File: config.mk
export PLATFORM = sky130hd
export DESIGN_NAME = mvau_inp_buf_ctrl
export DESIGN_NICKNAME = d
export VERILOG_FILES = /design/src/rtl/mvau_inp_buf_ctrl_pkg.sv /design/src/rtl/mvau_inp_buf_ctrl.sv
export SDC_FILE = /design/constraint.sdc
export NUM_CORES = 1
export LEC_CHECK = 0
export CAP_MARGIN = 20
export CORE_AREA = 2 2 39 41
export DETAILED_ROUTE_END_ITERATION = 10
export DIE_AREA = 0 0 41 43
export GPL_ROUTABILITY_DRIVEN = 0
export PLACE_DENSITY_LB_ADDON = 0.25
export SLEW_MARGIN = 20
export SYNTH_ARGS = -nofsm -noshare
export SYNTH_HDL_FRONTEND = slang
export SYNTH_SLANG_ARGS = --single-unit
File: constraint.sdc
create_clock -name clk -period 5.3 [get_ports clk]
set_input_delay 0.53 -clock clk [delete_from_list [all_inputs] [get_ports clk]]
set_output_delay 0.53 -clock clk [all_outputs]
set_load 0.01 [all_outputs]
File: src/rtl/mvau_inp_buf_ctrl_pkg.sv
// Shared MVAU definitions: controller state encoding and fold/address sizing helpers
// used by the input buffer controller, the input buffer and the weight memory.
package mvau_inp_buf_ctrl_pkg;

   typedef enum logic [1:0] {
      IDLE  = 2'd0,
      WRITE = 2'd1,
      READ  = 2'd2
   } mvau_state_e;

   localparam int unsigned PERF_W = 32;

   function automatic int unsigned calc_fold(input int unsigned len, input int unsigned par);
      return len / par;
   endfunction

   // $clog2 of a depth, floored at one bit so a single-entry fold still has an address port
   function automatic int unsigned addr_bits(input int unsigned depth);
      return (depth > 1) ? $clog2(depth) : 1;
   endfunction

endpackage

File: src/rtl/mvau_inp_buf_ctrl.sv
// MVAU input buffer controller: first fold of each vector passes through and is written,
// remaining NF-1 folds are replayed from the buffer. MVAU_INP_CTRL_PERF_EN adds stall/vector counters.
module mvau_inp_buf_ctrl
   import mvau_inp_buf_ctrl_pkg::*;
#(
   parameter int unsigned MatrixW = 20,
   parameter int unsigned SIMD    = 2,
   parameter int unsigned MatrixH = 20,
   parameter int unsigned PE      = 2,
   localparam int unsigned SF       = calc_fold(MatrixW, SIMD),
   localparam int unsigned NF       = calc_fold(MatrixH, PE),
   localparam int unsigned BUF_ADDR = addr_bits(SF)
) (
   input  logic                clk,
   input  logic                rst,
   input  logic                in_v,
   output logic                in_rdy,
   input  logic                out_rdy,
   output logic                out_v,
   output logic                write_en,
   output logic                read_en,
   output logic [BUF_ADDR-1:0] addr,
   output logic                sf_last,
   output logic                nf_last
`ifdef MVAU_INP_CTRL_PERF_EN
   ,
   output logic [PERF_W-1:0]   stall_cnt,
   output logic [PERF_W-1:0]   vec_cnt
`endif
);

   localparam int unsigned NF_W = addr_bits(NF);
   localparam logic [BUF_ADDR-1:0] SF_MAX = BUF_ADDR'(SF - 1);
   localparam logic [NF_W-1:0]     NF_MAX = NF_W'(NF - 1);

   mvau_state_e         r_state;
   mvau_state_e         w_state_nxt;
   logic [BUF_ADDR-1:0] r_sf;
   logic [NF_W-1:0]     r_nf;
   logic                w_adv;
   logic                w_sf_wrap;
   logic                w_nf_wrap;

   assign w_sf_wrap = (r_sf == SF_MAX);
   assign w_nf_wrap = (r_nf == NF_MAX);
   // Advance is derived from state and inputs directly so it does not feed back through out_v
   assign w_adv = out_rdy && (((r_state == WRITE) && in_v) || (r_state == READ));

   always_ff @(posedge clk or posedge rst) begin
      if (rst) begin
         r_state <= IDLE;
      end else begin
         r_state <= w_state_nxt;
      end
   end

   always_comb begin
      w_state_nxt = r_state;
      in_rdy      = 1'b0;
      out_v       = 1'b0;
      write_en    = 1'b0;
      read_en     = 1'b0;
      case (r_state)
         IDLE: begin
            w_state_nxt = WRITE;
         end
         WRITE: begin
            in_rdy   = out_rdy;
            out_v    = in_v;
            write_en = in_v && out_rdy;
            if (w_adv && w_sf_wrap && (NF > 1)) begin
               w_state_nxt = READ;
            end
         end
         READ: begin
            out_v   = 1'b1;
            read_en = 1'b1;
            if (w_adv && w_sf_wrap && w_nf_wrap) begin
               w_state_nxt = WRITE;
            end
         end
         default: begin
            w_state_nxt = IDLE;
         end
      endcase
   end

   always_ff @(posedge clk or posedge rst) begin
      if (rst) begin
         r_sf <= '0;
         r_nf <= '0;
      end else if (w_adv) begin
         if (w_sf_wrap) begin
            r_sf <= '0;
            r_nf <= w_nf_wrap ? '0 : r_nf + NF_W'(1);
         end else begin
            r_sf <= r_sf + BUF_ADDR'(1);
         end
      end
   end

   assign addr    = r_sf;
   assign sf_last = out_v && w_sf_wrap;
   assign nf_last = out_v && w_nf_wrap;

`ifdef MVAU_INP_CTRL_PERF_EN
   logic [PERF_W-1:0] r_stall_cnt;
   logic [PERF_W-1:0] r_vec_cnt;

   always_ff @(posedge clk or posedge rst) begin
      if (rst) begin
         r_stall_cnt <= '0;
         r_vec_cnt   <= '0;
      end else begin
         if (out_v && !out_rdy && (r_stall_cnt != '1)) begin
            r_stall_cnt <= r_stall_cnt + PERF_W'(1);
         end
         if (w_adv && w_sf_wrap && w_nf_wrap && (r_vec_cnt != '1)) begin
            r_vec_cnt <= r_vec_cnt + PERF_W'(1);
         end
      end
   end

   assign stall_cnt = r_stall_cnt;
   assign vec_cnt   = r_vec_cnt;
`endif

endmodule

* Word level (Yosys, flattened, before mapping)
Cells that the tools add are included.
** Word-level totals
- Word-level logic and storage cells :: 31
- Input bits :: 4
- Flip-flop bits (word level) :: 10
- Output and inout port bits :: 10
** Cells by class
- Add/sub/neg operators :: 2
- Muxes and demuxes :: 9
- Reduce and logical (&&, ||, !) cells :: 11
- Equal/unequal tests :: 6
** Operators with widths (number)
- adder 4 x 1 -> 4 bit, second input constant :: 2
- == test 4 bit, second input constant :: 2
- two-way mux 4 bit :: 2
- logical AND 1 bit :: 7
- one-hot mux 2 bit (3 select lines) :: 1
- two-way mux 2 bit :: 2
- inequality test 2 x 1 -> 1 bit, second input constant :: 2
- AND reduction 2 bit :: 2
- two-way mux 1 bit :: 3
- == test 2 x 1 -> 1 bit, second input constant :: 1
- == test 2 bit, second input constant :: 1
- logical NOT 2 bit :: 1
- one-hot mux 1 bit (2 select lines) :: 1
- logical OR 1 bit :: 1

* Longest topological paths before layout
Gate-level depths: netlist (run 1).
- Depth in word-level cells :: 8
- Mapped depth :: 6

* Least setup slack after synthesis (run 1)
Ideal clock, no wire load.
- Path kind :: register -> output
- Start :: register r_state[0]
- End :: output nf_last
- Buffers on the path :: 0
- Stages on the path, launching flop included :: 6
- Slack :: 3.366 ns
- Required time :: 4.770 ns
- Arrival time :: 1.404 ns
- Cells stage by stage :: dfrtp_1 inv_1 ha_1 a21o_1 and2_1 nor2b_1
** On the way
- Cells in the longest elaborated chain, start to end :: 3
** Ends and longest elaborated chain
- start: declaration :: line mvau_inp_buf_ctrl.sv:36 : mvau_state_e r_state;
- start signal: assignment :: line mvau_inp_buf_ctrl.sv:53 : r_state <= w_state_nxt;
- == test 2 bit or == test 2 x 1 -> 1 bit (tied branches) :: line mvau_inp_buf_ctrl.sv:63 : case (r_state)
- one-hot mux 1 bit (2 select lines) (*) :: line mvau_inp_buf_ctrl.sv:63
- via out_v :: line mvau_inp_buf_ctrl.sv:19 : output logic out_v,
- logical AND 1 bit (*) :: line mvau_inp_buf_ctrl.sv:104 : assign nf_last = out_v && w_nf_wrap;
- end: declaration :: line mvau_inp_buf_ctrl.sv:24 : output logic nf_last
The timed path passes the listed nets; every way through them passes the cells marked *.

* Final worst setup path (run 1)
- Start :: register r_state[0]
- End :: output sf_last
** On the way
- Cells in the longest elaborated chain, start to end :: 3
** Ends and longest elaborated chain
- == test 2 bit or == test 2 x 1 -> 1 bit (tied branches) :: line mvau_inp_buf_ctrl.sv:63
- one-hot mux 1 bit (2 select lines) (*) :: line mvau_inp_buf_ctrl.sv:63
- logical AND 1 bit (*) :: line mvau_inp_buf_ctrl.sv:103 : assign sf_last = out_v && w_sf_wrap;
- end: declaration :: line mvau_inp_buf_ctrl.sv:23 : output logic sf_last,
Mark *: on every way between the ends. The rest lies on a longest branch, timed or not.

==> results.md, run 1 <==
- Peak supply drop: 273 uV
- First DRT Iteration DRCs: 6
- Synth Instances: 63
- FF+latch count, synth: 10
- Crit path to: sf_last
- Worst slew pin tran: between 0.3 and 0.4 ns
- Max-cap violations: 0
- Synth area leaders: dfrtp_1 (41%), ha_1 (8.1%), xnor2_1 (5.7%), inv_1 (4.3%), mux2_2 (3.7%)
- Hold_ws: roughly 0.53 ns
- Worst endpoint required time: roughly 4.8 ns
- Share of cells above drive strength 1: 0.100
- Status: complete, no violations
- # Post-CTS Setup Buffers: 0
- CP peak stage delay: ~0.53 ns
- Fillers: 129
- First-pass GRT wire length: roughly 2.0 mm
- CTS max path bufs: 2
- HPWL Detailed: 940 um
- Floorplan row count: 14
- FF-to-FF Start: r_state[0]
- Crit Reg-Reg Endpoint: r_state[1]
- Layout Utilization: 0.580
- Yosys warnings: 0
- Post-layout instance area: between 800 and 900 um^2
- Placed Area: between 700 and 800 um^2
- Pwr dens: 544 nW/um^2
- Pin count of the biggest net entering global routing: 11
- Crit path cell chain: inv_1 -> ha_1 -> a21o_1 -> and2_1 -> and3_1 -> clkdlybuf4s50_1
- Routed Antenna Nets: 0
- Switch share: 0.388
- Clock insertion delay at the later pin of the skew report: 0.26 ns
- Cts hold-fix bufs: 0
- First-pass DRT Iterations: 3
- Die Wd: 41 um
- Final #Nets: just under 90
- Clk pin slew, worst setup/hold paths: 0.07 ns
- Syn avg cell area: slightly below 10 um^2
- Min-Delay Startpoint: r_nf[3]
- Avg Vias per Cell: 5.09
- Final worst-path cycle share: 0.505
- Slowest CP cell: clkdlybuf4s50_1
- Clock share of power: 0.155
- CTS Buf Count: 3
- Syn_nets: 71
- Post-synth top area cell: dfrtp_1
- DRC: 0
- Tmin final: approximately 2.7 ns
- Critical setup path kind: reg2out
- Initial antenna violation count: 0
- HP Class: reg2reg
- Port Buffers: 13
- CP Capture Type: primary output
- I/O pin count: 14
- Via count: around 500
- Max transition margin: 0.750
- Highest clock rate: approximately 370 MHz
- Core ar.: between 1000 and 1500 um^2
- Final WL: about 1.2 mm
- WL/cell: about 12 um
- Worst Clk Skew: 0.00234 ns
- Leak Pwr: approximately 0.00034 uW
- Synthesis-to-finish area growth: 30.3%
- Mapped cell area: 616 um^2
- CTS root buffer: clkbuf_4
- Unrepaired setup endpoints after global routing: false
- Worst Setup SP: r_state[0]
- Hold path depth: 2
- Post-CTS sizing: 0
- Worst reg2reg setup slack: approximately 3.4 ns
- Arr. time, crit path: about 2.2 ns
- H-tree lvl count: 1
- Register share of total power: 0.353
- R2R depth: 6
- GRT Residual Overflow: 0
- Sequential area share after synthesis: 0.407
- Clk sinks: 10
- Worst-path fanout max: 6
- GRT Util Overall: 0.174
- Slew Limit Fails: 0
- Die Y: 43 um
- Endpoints failing hold: 0
- Antenna diodes: 0
- Setup tns final: 0 ns
- Total die area: 1760 um^2
- TritonCTS clock tree: yes
- Library cells used by synthesis: 23
- Initial core utilization: 0.445
- Final count of negative-setup-slack endpoints: 0
- P_int: 267 uW
- Logic pwr share: 0.493
- Synth top area share: 0.407
- Number of global-route vias before repair: 492
- Crit start category: flop
- Net switching power: between 150 and 200 uW
[registers in the layout, indices dropped and copies added (netlist names)]
| register | flops |
|---|---|
| r_nf | 4 |
| addr | 4 |
| r_state | 2 |
[kinds of logic (layout without fill, tap and decap cells)]
family	count (synthesis)	count (layout)	synth area share
AO/OA/AOI/OAI	11	11	0.116
XOR/XNOR	4	4	0.0569
adder cells (fa/ha/maj)	4	4	0.0813
buffers and inverters	7	24	0.0427
flip-flops	10	10	0.407
multiplexers	2	2	0.0366
AND/OR/NAND/NOR	25	25	0.260
[final cells by class]
cell class              count  area, um^2  share of cell area
clock buffers               4        36.3              0.0452
inverters                   7        26.3              0.0328
multi-input cells          46         339               0.423
repair buffers             13         130               0.162
well taps                  16        20.0              0.0250
flip-flops and latches     10         250               0.312
[critical path: cells and delay by family (launching register included)]
kind	cells	cell delay (ns)
buf+inv	2	0.62
flops	1	0.42
simple gates	2	0.34
fa+ha+maj	1	0.26
compound gates	1	0.23
[cell usage in the layout, fill, tap and decap left out, drive strengths merged, types with 4 or more instances in the layout]
cell,synthesis,routed
nor2,5,5
dfrtp,10,10
inv,7,7
clkdlybuf4s50,0,13
clkbuf,0,4
ha,4,4
nand2,4,4
xnor2,4,4
[through the flow]
stage | setup WS [ns] | power, uW | cells
floorplan | 3.37 | 288 | 63
global placement | 2.67 | 367 | 92
detailed placement | 2.66 | 373 | 92
CTS | 2.60 | 442 | 96
global route | 2.45 | 476 | 96
finish | 2.62 | 436 | 96
[worst min path at each step]
| stage | endpoint | slack (ns) |
|---|---|---|
| floorplan | addr[0] | 0.37 |
| global placement | r_nf[3] | 0.51 |
| detailed placement | r_nf[3] | 0.52 |
| CTS | addr[1] | 0.54 |
| global route | r_nf[2] | 0.57 |
| finish | r_nf[3] | 0.53 |
[routing by layer]
metal	share of wire	wire length, um	track usage
met1	0.48	571	0.222
met4	0.013	15	0.100
met3	0.026	31	0.0471
met5	0	0	0
met2	0.48	566	0.253
[power by group through the flow]
stage,clock (uW),combinational (uW),sequential (uW)
6_report,67.4,215,154
5_1_grt,74.3,241,160
4_1_cts,69.7,218,155
3_5_place_dp,0,218,155
3_3_place_gp,0,213,154
2_1_floorplan,0,135,153
[cells in the mapped netlist]
library cell	count
a221o_1	1
nand3_1	3
o21a_1	1
and3_1	3
a21o_1	1
dfrtp_1	10
a21oi_1	2
o21ai_0	3
and2_1	2
o22ai_1	2
nand3b_1	1
nor3b_4	1
nand4_4	1
nor2_1	5
or3_1	1
ha_1	4
nor2b_1	3
nand2_1	4
a41oi_1	1
xnor2_1	4
mux2_2	2
or4_1	1
inv_1	7
Note: power is estimated with default switching activity, not from simulation.
==> inputs of run 2 (changes only) <==
CORE_AREA = not set   (was 2 2 39 41)
CORE_MARGIN = 2   (was not set)
CORE_UTILIZATION = 42   (was not set)
DIE_AREA = not set   (was 0 0 41 43)
clock period = 2.4 ns   (was 5.3 ns; I/O delays follow)
==> run 2 against run 1 <==
  * Worst hold slack lost 0.28 ns
  * Clock skew grew 0.0026 ns
  * Non-clock buffer count grew 1
  * Sequential power grew 120%
  * Critical endpoint unchanged
  * Largest cell class unchanged
  * Largest power group unchanged
  * Highest routed layer unchanged
==> results.md, run 2 (same netlist as run 1, synthesis figures left out) <==
- Status: complete, no violations
- WL/cell: 13.6 um (+11%)
- First-pass DRT Iterations: 4 (+1)
- Clock insertion delay at the later pin of the skew report: 0.27 ns (about the same)
- Met1 usage: 0.194 (-0.0281)
- Routed Antenna Nets: 0 (unchanged)
- Setup tns final: 0 ns (unchanged)
- Share of cells above drive strength 1: 0.113 (+0.0125)
- Unrepaired setup endpoints after global routing: false
- Total die area: 1790 um^2 (+1.4%)
- Leak Pwr: 0.000341 uW (-1.1%)
- Critical setup path kind: reg2out
- Global routing's busiest layer: met2
- Slew Limit Fails: 0 (unchanged)
- Final WL: 1.30 mm (+9.4%)
- Post-route setup slack: 0.165 ns (-2.46 ns)
- Initial core utilization: 0.462 (+0.0167)
- GRT Residual Overflow: 0 (unchanged)
- CTS max path bufs: 2 (unchanged)
- Die Wd: 42.3 um (+3.1%)
- Clk sinks: 10 (unchanged)
- First-pass GRT wire length: 2.23 mm (+9.5%)
- Final worst-path cycle share: 0.931
- Max-cap violations: 0 (unchanged)
- Worst endpoint required time: 2.16 ns (-2.61 ns)
- CTS Buf Count: 3 (unchanged)
- Layout Utilization: 0.598 (+0.0180)
- Peak supply drop: 578 uV (+110%)
- Arr. time, crit path: 1.99 ns (-0.16 ns)
- Final #Nets: 90 (+1.1%)
- CP Capture Type: primary output
- Worst slack, placed: 0.276 ns (-2.38 ns)
- Initial antenna violation count: 0 (unchanged)
- Worst-path fanout max: 6 (unchanged)
- First DRT Iteration DRCs: 5 (-1)
- Core ar.: 1330 um^2 (-3.6%)
- TritonCTS clock tree: yes
- GRT Util Overall: 0.179 (+0.00485)
- Clk pin slew, worst setup/hold paths: 0.07 ns (about the same)
- Leading cell type in the layout, fill and taps excluded: clkdlybuf4s50_1
- Highest clock rate: roughly 450 MHz
- Port Buffers: 13 (unchanged)
- Synthesis-to-finish area growth: 29.5%
- Worst reg2reg setup slack: 0.52 ns (-2.90 ns)
- Crit start category: flop
- Pin count of the biggest net entering global routing: 11 (unchanged)
- Number of global-route vias before repair: 500 (+1.6%)
- Worst slew pin tran: 0.420 ns (+0.0449 ns)
- Avg Vias per Cell: 5.41 (+6.2%)
- Antenna diodes: 0 (unchanged)
- Worst Clk Skew: 0.00497 ns (+0.00262 ns)
- Endpoints failing hold: 0 (unchanged)
- Via count: 514 (+5.1%)
- I/O pin count: 14 (unchanged)
- Pwr Total: 954 uW (+120%)
- Die Y: 42.3 um (-1.7%)
- H-tree lvl count: 1 (unchanged)
- Final count of negative-setup-slack endpoints: 0 (unchanged)
- Met3 usage: 0.0690 (+0.0218)
- CTS root buffer: clkbuf_4
- Floorplan row count: 13 (-1)
- HP Class: in2async
- Commonest non-fill, non-tap cells in the layout: clkdlybuf4s50_1 (13), dfrtp_1 (10), inv_1 (7)
- Met2 Resource Use GR: 0.255 (+0.00226)
- Tmin final: around 2.2 ns
- Pwr dens: 1200 nW/um^2 (+120%)
- Cts hold-fix bufs: 0 (unchanged)
- Max transition margin: 0.720 (-0.0299)
- DRC: 0 (unchanged)
- HPWL Detailed: 945 um (+0.52%)
[run 2: worst paths after layout]
| check | startpoint | endpoint | cells after the start |
|---|---|---|---|
| max | r_state[0] | sf_last | 6 |
| min | rst | addr[0] | 2 |
| max reg2reg | r_state[0] | r_state[1] | 7 |
| min reg2reg | r_nf[3] | r_nf[3] | 2 |
| max in group asynchronous | rst | r_nf[3] | 2 |
| min in group clk | r_nf[3] | r_nf[3] | 2 |
[run 2: through the flow]
stage	cell area [um^2]	cells	hold WS, ns
after global placement	764	91	0.515
after CTS	795	95	0.261
after detailed placement	764	91	0.521
final	797	95	0.254
after floorplan	616	63	0.0802
after global routing	797	95	0.296
[run 2: cell type report]
class	instances	area (um^2)
fillers	124	537
multi-input cells	46	342
flip-flops and latches	10	250
repair buffers	14	138
inverters	7	26.3
clock buffers	3	22.5
well taps	15	18.8
[run 2: critical path, stage by stage (launching register included)]
cell             delay [ns]
dfrtp_1                0.41
inv_1                  0.10
ha_2                   0.24
a21o_1                 0.11
and2_1                 0.15
and3_1                 0.16
clkdlybuf4s50_1        0.54
[run 2: routing by layer]
layer	vias to the layer above	wire length [um]
li1	252	-
met4	0	57
met1	239	585
met2	19	589
met5	-	0
met3	4	62
[run 2: power by group]
| group | internal (uW) | total, uW | switching [uW] |
|---|---|---|---|
| logic | 270 | 498 | 228 |
| registers | 241 | 339 | 98.3 |
| clock network | 58.1 | 117 | 59.2 |
[run 2: repair_timing]
item                                    CTS  global route
buffers inserted                          1             0
endpoints found under the setup margin    2             1
resized for setup                         0             1
==> inputs of run 3 (changes only) <==
GPL_ROUTABILITY_DRIVEN = 1   (was 0)
==> results of run 3 <==
Final layout, timing and power as in run 2 (identical DEF).
==> RTL change 1, RTL diff (settings of run 2) <==
Set the parameter `MatrixH` to 30 (it was 20).
--- a/src/rtl/mvau_inp_buf_ctrl.sv
+++ b/src/rtl/mvau_inp_buf_ctrl.sv
@@ -5,7 +5,7 @@
 #(
    parameter int unsigned MatrixW = 20,
    parameter int unsigned SIMD    = 2,
-   parameter int unsigned MatrixH = 20,
+   parameter int unsigned MatrixH = 30,
    parameter int unsigned PE      = 2,
    localparam int unsigned SF       = calc_fold(MatrixW, SIMD),
    localparam int unsigned NF       = calc_fold(MatrixH, PE),
Formal check against the unedited RTL: no difference found for any inputs over 10 cycles, from zero or initial values and one cycle with rst high; that may be too few to reach the edited logic, so the function may still have changed.
==> RTL change 1 against run 2 <==
Combinational power increased by 9.2%. Largest power group unchanged. Wire length shrank 10%. Register-to-register slack better by 0.16 ns. Worst hold slack better by 0.0053 ns. Sequential cell count unchanged. Maximum frequency shrank 2.2%. Design area up 3.1%. Worst setup slack worse by 0.050 ns. Total power grew 5.0%. First-iteration DRC count grew 40%. Final cell count fell by 1.1%. Area after synthesis up 3.3%.
==> RTL change 1: results (changes against run 2) <==
- The met2 layer wire length in the routed design is 557 µm (was 589 µm).
- The share of synthesized registers carrying an async set or reset is 100% (unchanged).
- The number of distinct library cells after synthesis was 29 (was 23).
- The count of placed standard cells in the final layout, fillers left out is 94 (was 95).
- Top cells by instance count after synthesis: dfrtp_1, ha_1, inv_1, nand2_1, o21ai_0 (was dfrtp_1, inv_1, nor2_1).
- The routed via count is 497 (was 514).
- The number of fill cells in the layout is 138 (was 124).
- The final layout net count is 89 (was 90).
- The total routing usage reported by global routing was 14.6% (was 17.9%).
- The share of power burned in registers is 34.2% (was 35.6%).
- The detailed placement HPWL is 880 µm (was 945 µm).
- The maximum fanout count along the critical path is 9 (was 6).
- The clock tree skew after final layout was 0.00192 ns (was 0.00497 ns).
- The total routed wire length on the met1 layer came to 553 µm (was 585 µm).
- The global-route wire length before repair is 1930 µm (was 2230 µm).
- The per-instance average area after synthesis was 10.3 µm² (was 9.77 µm²).
- The post-placement cell count is 90 (was 91).
- The slowest cell on the critical path was clkdlybuf4s50_1 (unchanged).
- The cell leakage power is 0.360 nW (was 0.341 nW).
- The via count of the first global-routing pass was 448 (was 500).
- Biggest area contributors in the synthesized netlist: dfrtp_1, ha_1, o21ai_0, and2_1, inv_1 (was dfrtp_1, ha_1, xnor2_1, inv_1, mux2_2).
- The reported net switching power is 396 µW (was 385 µW).
- The delay of the slowest cell on the worst path was 0.47 ns (was 0.54 ns).
- The final wirelength came to 1170 µm (was 1300 µm).
- The internal power was 606 µW (was 569 µW).
- Status: finished clean (unchanged).
- The minimum setup slack among reg-to-reg paths is 0.68 ns (was 0.52 ns).
- The total length of routed met3 wires came to 34 µm (was 62 µm).
- The transition time at the pin with the least slew margin is 0.396 ns (was 0.420 ns).
- The data arrival time at the worst-slack endpoint is 2.04 ns (was 1.99 ns).
- The worst voltage drop across the vdd grid is 535 µV (was 578 µV).
- The initial detailed-routing violation count is 7 (was 5).
- The placed instance area is 781 µm² (was 764 µm²).
- The combinational cell power is 544 µW (was 498 µW).
- The register area share after synthesis is 39.4% (was 40.7%).
[RTL change 1: through the flow]
step | worst slack, ns | utilization (%)
after floorplan | 0.654 | -
after global placement | 0.325 | 53.7
after detailed placement | 0.306 | 53.7
after CTS | 0.00973 | 55.2
after global routing | 0.0138 | 56.5
final | 0.116 | 56.5
[RTL change 1: per-layer routing]
layer,vias up,GRT usage [%]
li1,252,-
met1,234,18.1
met2,9,20.9
met3,2,4.26
met4,0,11.3
met5,-,0
[RTL change 1: what timing repair did]
item	4_1_cts	5_1_grt
endpoints found under the setup margin	0	1
setup buffers	0	1
resized for setup	0	4
hold buffers	0	0
hold endpoints to repair	0	0
[RTL change 1: kinds of logic after synthesis]
logic type	synth area share (%)
buffers and inverters	3.74
and+or+nand+nor	22.4
DFF	39.4
muxes	3.94
xor gates and xnor gates	4.13
adders and majority gates	9.84
AOI/OAI and AO/OA	16.5
[RTL change 1: path summary, 6_finish.rpt]
check | startpoint | endpoint | depth (start not counted)
worst max-delay path | r_state[0]$_DFFE_PP0P_ | sf_last | 6
worst min-delay path | rst | r_nf[3]$_DFFE_PP0P_ | 2
worst max register to register | r_state[0]$_DFFE_PP0P_ | r_state[1]$_DFFE_PP0P_ | 6
worst min register to register | addr[0]$_DFFE_PP0P_ | addr[0]$_DFFE_PP0P_ | 1
max in group asynchronous | rst | addr[1]$_DFFE_PP0P_ | 2
min in group clk | addr[0]$_DFFE_PP0P_ | addr[0]$_DFFE_PP0P_ | 1
[RTL change 1: final cells by class]
type | count | area share, %
Clock buffer | 3 | 2.74
Multi-Input combinational cell | 46 | 45.4
Tap cell | 16 | 2.44
Inverter | 5 | 2.28
Sequential cell | 10 | 30.4
Timing Repair Buffer | 14 | 16.7
==> RTL change 2, RTL diff (flow settings as in run 2) <==
Made on the original files. Encoding of `mvau_state_e`: now one-hot (3 bits for 3 states).
--- a/src/rtl/mvau_inp_buf_ctrl_pkg.sv
+++ b/src/rtl/mvau_inp_buf_ctrl_pkg.sv
@@ -2,10 +2,10 @@
 // used by the input buffer controller, the input buffer and the weight memory.
 package mvau_inp_buf_ctrl_pkg;
 
-   typedef enum logic [1:0] {
-      IDLE  = 2'd0,
-      WRITE = 2'd1,
-      READ  = 2'd2
+   typedef enum logic [2:0] {
+      IDLE  = 3'b001,
+      WRITE = 3'b010,
+      READ  = 3'b100
    } mvau_state_e;
 
    localparam int unsigned PERF_W = 32;
Formal check against the unedited RTL: no difference found for any inputs over 10 cycles, from zero or initial values and one cycle with rst high; not proved beyond that.
==> RTL change 2 against run 2 <==
Non-clock buffer count down 1. Critical path depth unchanged. Maximum frequency down 1.4%. Total power down 20%. Largest power group is now sequential cells. Clock skew down 0.00088 ns. Largest cell class unchanged. Wire length down 17%. Design area down 0.94%. Area after synthesis down 0.41%. Sequential cell count up 1. Worst setup slack worse by 0.032 ns. Sequential share of layout area up 3.6 points. Critical endpoint unchanged. Via count down 4.1%.
==> RTL change 2: results (changes against run 2) <==
- Status: finished clean (unchanged).
- The register area share after synthesis was 45.1% (was 40.7%).
- The final wirelength is 1070 µm (was 1300 µm).
- The post-placement cell count came to 88 (was 91).
- The maximum fanout count along the critical path is 7 (was 6).
- The count of placed standard cells in the final layout, fillers left out came to 92 (was 95).
- The final layout net count is 82 (was 90).
- The number of instances in the synthesized netlist is 60 (was 63).
- The global-route wire length before repair came to 1790 µm (was 2230 µm).
- The number of cells on the worst reg-to-reg path came to 5 (was 7).
- The reg-to-reg critical path startpoint is r_state[2]$_DFFE_PP0P_ (was r_state[0]$_DFFE_PP0P_).
- The minimum setup slack among reg-to-reg paths is 0.62 ns (was 0.52 ns).
- The largest net degree at the start of global routing is 12 (was 11).
- The routed via count is 493 (was 514).
- The detailed placement HPWL is 848 µm (was 945 µm).
- The met3 usage in global routing came to 2.59% (was 6.90%).
- The via count of the first global-routing pass is 449 (was 500).
- The number of distinct library cells after synthesis is 33 (was 23).
- The tightest hold margin was 0.251 ns (was 0.254 ns).
- The total routing usage reported by global routing is 13.2% (was 17.9%).
- The number of nets in the synthesized netlist is 64 (was 71).
- The met2 global-route usage is 20.3% (was 25.5%).
- The end of the worst register-to-register path was r_nf[3]$_DFFE_PP0P_ (was r_state[1]$_DFFE_PP0P_).
- The worst voltage drop across the vdd grid is 393 µV (was 578 µV).
- The ratio of cells with drive above 1 in the final layout was 14.3% (was 11.3%).
- The post-CTS repair timing setup buffer count was 0 (was 1).
-- RTL change 2: kinds of logic after synthesis --
| kind of cell | after synthesis | share of synthesized area, % |
|---|---|---|
| and+or+nand+nor | 29 | 29.6 |
| muxes | 1 | 1.84 |
| xor gates and xnor gates | 4 | 5.72 |
| DFF | 11 | 45.1 |
| AOI/OAI and AO/OA | 11 | 15.1 |
| buffers and inverters | 4 | 2.65 |
-- RTL change 2: cell type report --
cell class / instances / area [µm²]
tap: 15 / 18.8
clock buffer: 3 / 22.5
timing repair buffer: 13 / 130
sequential: 11 / 277
inverter: 4 / 16.3
multi-input combinational: 45 / 320
fill: 127 / 544
clock inverter: 1 / 5.00
-- RTL change 2: worst register-to-register path: stages, from the launching register on --
cell,delay (ns)
dfrtp_1,0.46
or3b_1,0.40
clkinv_2,0.12
o211ai_4,0.13
o31a_1,0.30
a221o_1,0.26
-- RTL change 2: report_power, final --
part / total (mW) / leakage [nW] / internal (mW) / switching [mW]
combinational: 0.303 / 0.175 / 0.176 / 0.128
sequential: 0.346 / 0.138 / 0.258 / 0.0873
clock: 0.119 / 0.0177 / 0.0615 / 0.0571
total: 0.768 / 0.331 / 0.496 / 0.272
-- RTL change 2: metal layers --
metal	vias up	wire length (µm)
li1	250	-
met1	229	538
met2	12	477
met3	2	41
met4	0	14
met5	-	0
-- RTL change 2: worst max-delay path by stage --
stage / from / end / slack, ns / cells after the start
finish: r_state[2]$_DFFE_PP0P_ / sf_last / 0.13 / 6
global route: r_state[2]$_DFFE_PP0P_ / sf_last / 0.01 / 6
CTS: r_state[2]$_DFFE_PP0P_ / sf_last / 0.13 / 6
detailed placement: out_rdy / write_en / 0.38 / 4
global placement: in_v / sf_last / 0.38 / 6
floorplan: r_state[2]$_DFFE_PP0P_ / r_nf[3]$_DFFE_PP0P_ / 0.75 / 5
-- RTL change 2: per-stage QoR --
stage	cell area (µm²)	worst slack, ns
after global placement	762	0.375
final	790	0.134
after global routing	790	0.0142
after CTS	790	0.128
after detailed placement	762	0.382
after floorplan	613	0.754
